## src/rtl/input_controller.sv

```systemverilog
// input_controller: router input port that decodes, requests an output, and streams the packet (optional bad-destination dropping via INPUT_CTRL_DROP_BAD_DEST_EN)
module input_controller #(
  parameter int NUMBER_CHANNELS = 5,
  parameter int DATA_WIDTH = 32,
  parameter int PORT_W = 3
) (
  input  logic                       clk,
  input  logic                       rst,
  input  logic                       in_valid,
  input  logic [DATA_WIDTH-1:0]      in_data,
  input  logic                       in_last,
  output logic                       in_ready,
  output logic [NUMBER_CHANNELS-1:0] req_channel,
  input  logic [NUMBER_CHANNELS-1:0] gnt_channel,
  output logic                       out_valid,
  output logic [DATA_WIDTH-1:0]      out_data,
  output logic                       eop,
  input  logic                       ack,
  output logic                       idle
`ifdef INPUT_CTRL_DROP_BAD_DEST_EN
  ,output logic [15:0]               drop_cnt
`endif
);
`ifdef INPUT_CTRL_DROP_BAD_DEST_EN
  typedef enum logic [1:0] {S_IDLE, S_REQ, S_SEND, S_DROP} state_t;
  logic [15:0] drop_nxt;
`else
  typedef enum logic [1:0] {S_IDLE, S_REQ, S_SEND} state_t;
`endif
  state_t state;
  logic [DATA_WIDTH-1:0] flit_reg;
  logic last_reg, full, hit, xfer, accept, dest_ok;
  logic [PORT_W-1:0] dest_in;
  logic [NUMBER_CHANNELS-1:0] dest_oh;
  // destination decode of the incoming header, handshake and output datapath
  always_comb begin
    dest_in = in_data[PORT_W-1:0];
    dest_ok = 32'(dest_in) < NUMBER_CHANNELS;
    dest_oh = dest_ok ? NUMBER_CHANNELS'(1) << dest_in : NUMBER_CHANNELS'(1);
    hit = |(gnt_channel & req_channel);
    out_valid = (state == S_SEND) & full & hit;
    xfer = out_valid & ack;
    eop = out_valid & last_reg;
    out_data = flit_reg;
    idle = state == S_IDLE;
    in_ready = ~rst & ((state == S_IDLE) | ((state == S_SEND) & ~last_reg & (~full | xfer)));
`ifdef INPUT_CTRL_DROP_BAD_DEST_EN
    in_ready = in_ready | (~rst & (state == S_DROP));
    drop_nxt = (drop_cnt == 16'hFFFF) ? drop_cnt : drop_cnt + 16'd1;
`endif
    accept = in_valid & in_ready;
  end
  // packet FSM: capture header, hold request until grant, stream with flow-through refill
  always_ff @(posedge clk or posedge rst) begin
    if (rst) begin
      state <= S_IDLE;
      flit_reg <= '0;
      last_reg <= 1'b0;
      full <= 1'b0;
      req_channel <= '0;
`ifdef INPUT_CTRL_DROP_BAD_DEST_EN
      drop_cnt <= '0;
`endif
    end else begin
      case (state)
        S_IDLE: begin
          if (accept) begin
`ifdef INPUT_CTRL_DROP_BAD_DEST_EN
            if (!dest_ok) begin
              if (in_last) drop_cnt <= drop_nxt;
              else state <= S_DROP;
            end else begin
              flit_reg <= in_data;
              last_reg <= in_last;
              full <= 1'b1;
              req_channel <= dest_oh;
              state <= S_REQ;
            end
`else
            flit_reg <= in_data;
            last_reg <= in_last;
            full <= 1'b1;
            req_channel <= dest_oh;
            state <= S_REQ;
`endif
          end
        end
`ifdef INPUT_CTRL_DROP_BAD_DEST_EN
        S_DROP: begin
          if (accept && in_last) begin
            drop_cnt <= drop_nxt;
            state <= S_IDLE;
          end
        end
`endif
        default: begin
          if (xfer && last_reg) begin
            full <= 1'b0;
            req_channel <= '0;
            state <= S_IDLE;
          end else begin
            if (accept) begin
              flit_reg <= in_data;
              last_reg <= in_last;
              full <= 1'b1;
            end else if (xfer) begin
              full <= 1'b0;
            end
            if (state == S_REQ && hit) state <= S_SEND;
          end
        end
      endcase
    end
  end
endmodule

```

## config.mk

```make
export PLATFORM = sky130hd
export DESIGN_NAME = input_controller
export DESIGN_NICKNAME = d
export VERILOG_FILES = /design/src/rtl/input_controller.sv
export SDC_FILE = /design/constraint.sdc
export NUM_CORES = 1
export LEC_CHECK = 0
export ABC_AREA = 1
export CORE_MARGIN = 1
export CORE_UTILIZATION = 25
export CTS_CLUSTER_SIZE = 30
export DETAILED_ROUTE_END_ITERATION = 12
export SLEW_MARGIN = 20
export SYNTH_ARGS = -nofsm -noshare
export SYNTH_HDL_FRONTEND = slang
export SYNTH_SLANG_ARGS = --single-unit
```

## constraint.sdc

```tcl
create_clock -name clk -period 5.9 [get_ports clk]
set_clock_uncertainty 0.15 [all_clocks]
set_input_delay 1.18 -clock clk [delete_from_list [all_inputs] [get_ports clk]]
set_output_delay 1.18 -clock clk [all_outputs]
set_load 0.01 [all_outputs]
```

==> flow_metrics.env <==
export IMPL_path_clk_slew_ns=0.07
export IMPL_grt_overflow=0
export IMPL_tns_ns=0
export IMPL_clock_path_buffers=2
export IMPL_start_util_pct=26.3
export IMPL_hold_violations=0
export IMPL_cp_start_kind="primary input"
export IMPL_ctsHoldBuffers=0
export IMPL_die_h_um=87.3
export IMPL_wirelength_um=4590
export IMPL_num_fill_cells=733
export IMPL_crit_top_cell="nand2_1"
export IMPL_ys_types=18
export IMPL_antenna_left=0
export IMPL_avgSynthCellArea_um2=8.70
export IMPL_clockRootBuffer="clkbuf_8"
export IMPL_cp_required_ns=4.57
export IMPL_htreeDepth=2
export IMPL_fmax_mhz=241
export IMPL_ios=83
export IMPL_period_share_pct=70.3
export IMPL_fin_cells=383
export IMPL_die_area_mm2=0.00762
export IMPL_post_cts_resized=0
export IMPL_crit_fanout=4
export IMPL_setup_worst_path_class="in2out"
export IMPL_crit_path_start="gnt_channel[2]"
export IMPL_syn2layout_area_growth_pct=53.0
export IMPL_setup_ws_ns=1.75
export IMPL_synth_top_area_cell="dfrtp_1"
export IMPL_worst_slew_pin_slew_ns=0.692
export IMPL_hp_class="reg2reg"
export IMPL_antenna_found_initial=0
export IMPL_drive_above_1_share_pct=4.88
export IMPL_diodes=0
export IMPL_io_buffers=82
export IMPL_yosys_warnings=0
export IMPL_grt_pass1_wl_um=7510
export IMPL_post_cts_setup_buffers=0
export IMPL_hold_ws_ns=0.322
export IMPL_vias=1725
export IMPL_place_inst=376
export IMPL_total_leakage_power_nw=1.30
export IMPL_cpMaxStageDelayCell="clkdlybuf4s50_1"
export IMPL_yosysSeqAreaShare_pct=56.4
export IMPL_dpl_hpwl_um=3100
export IMPL_cts_tree="yes"
export IMPL_drc=0
export IMPL_max_cap_viol_count=0
export IMPL_crit_path_end_kind="output port"
export IMPL_netlist_area_mm2=0.00182
export IMPL_hold_start="out_data[30]"
export IMPL_post_drt_wl_per_cell_um=12.0
export IMPL_drt_pass1_iterations=4
export IMPL_r2r_start="req_channel[2]"
export IMPL_slew_headroom_pct=53.8
export IMPL_largest_reg_flops=32
export IMPL_die_w_um=87.3
export IMPL_grt_setup_unrepaired="no"
export IMPL_finalNetCount=329
export IMPL_track_usage_pct=12.5
export IMPL_critPathBufInv=2
export IMPL_p_per_area_mw_per_mm2=473
export IMPL_synthCells=209
export IMPL_slew_viol_final=0
export IMPL_netlist_top_cells_area="dfrtp_1, nand2_1, nand4_1"
export IMPL_timing_final_crit_period_ns=4.15
export IMPL_synth_top_cell_area_share_pct=56.4
export IMPL_status="complete, no violations"
export IMPL_core_area_mm2=0.00691
export IMPL_place_worst_setup_slack_ns=1.77
export IMPL_ir_worst_vdd_v=0.000166
export IMPL_grt_pass1_vias=1644
export IMPL_critPathArrivalTime_ns=2.82
export IMPL_worstPathCellList="clkdlybuf4s50_1 > nand2_1 > nand2_1 > nor2_1 > nand2_2 > nand3_1 > nand2_1 > nand2_2 > a21oi_1 > clkdlybuf4s50_1"
export IMPL_num_rows=30
export IMPL_synth_nets=251
export IMPL_drt_iter0_drc=94
export IMPL_critical_path_top_delay_family="buffers and inverters"
export IMPL_cts_sinks=41
export IMPL_ys_seq_elements=41
export IMPL_grt_max_degree=42
export IMPL_vias_per_cell=4.50
export IMPL_clk_latency_ns=0.28
export IMPL_worst_path_largest_cell_delay_ns=0.55
export IMPL_final_setup_viol_count=0
export IMPL_gp_congestion=0.804
export IMPL_numCtsBuffers=5
[worst paths after layout]
path	endpoint	slack, ns	depth (start not counted)
setup / recovery	in_ready	1.75	10
hold / removal	out_data[30]	0.32	2
setup reg to reg	out_data[2]	3.75	11
hold reg to reg	out_data[30]	0.32	2
max in group asynchronous	last_reg	3.49	3
min in group asynchronous	req_channel[0]	1.20	2
[power breakdown]
part | switching, mW | total [mW] | leakage (nW) | internal (mW)
registers | 0.0776 | 0.490 | 0.509 | 0.412
logic | 0.320 | 0.644 | 0.748 | 0.324
clock network | 0.0892 | 0.182 | 0.0443 | 0.0928
[metrics by stage]
stage	utilization (%)	total power [mW]	instance area (um2)
6_report	40.3	1.32	2780
5_1_grt	40.3	1.42	2780
4_1_cts	40.3	1.34	2780
3_5_place_dp	39.1	1.15	2700
3_3_place_gp	39.1	1.14	2700
2_1_floorplan	-	0.811	1820
[cell type report]
type	instances	area [um2]	share of cell area, %
sequential	41	1030	36.9
timing repair buffer	84	836	30.0
multi-input combinational	146	682	24.5
tap	96	120	4.31
clock buffer	7	86.3	3.10
inverter	9	33.8	1.21
[cells by family after synthesis]
family / Yosys count / share of synthesized area, %
buf+inv: 22 / 6.12
compound gates: 8 / 2.34
xor+xnor: 1 / 0.482
flops: 41 / 56.4
simple gates: 137 / 34.7
[synth_stat cells (all sizes together)]
cell / count
a21oi: 4
buf: 6
clkbuf: 7
dfrtp: 41
inv: 9
nand2: 85
nand3: 7
nand4: 33
nor2: 12
o211ai: 1
o21ai: 3
xnor2: 1
[cells in the final DEF (no fill, tap or decap), types with 2 or more instances in the layout]
master and n:
inv_2 2, buf_4 2, o21ai_0 3, nand4_1 33, nand2_2 2, inv_1 7, nand2_1 82, a21oi_1 4
nand3_1 6, clkdlybuf4s50_1 82, dfrtp_1 41, clkbuf_8 6, nor2_1 12
[worst reg2reg max path: stages (launching register included)]
cell,delay [ns]
dfrtp_1,0.39
nand2_1,0.06
nand2_1,0.07
nor2_1,0.05
nand2_2,0.09
nand3_1,0.08
nand2_1,0.10
nand2_2,0.08
nand2_4,0.31
nand3_4,0.42
nand2_1,0.18
nand2_1,0.07
[per-layer routing]
metal	global-route usage, %	share of wire, %	wire length (um)	up-vias
met5	0	0	0	-
met4	4.77	1.3	61	0
met3	3.60	6.2	287	6
met2	20.7	46	2110	59
met1	15.4	47	2140	809
li1	-	-	-	851
(Power assumes the default switching activity.)
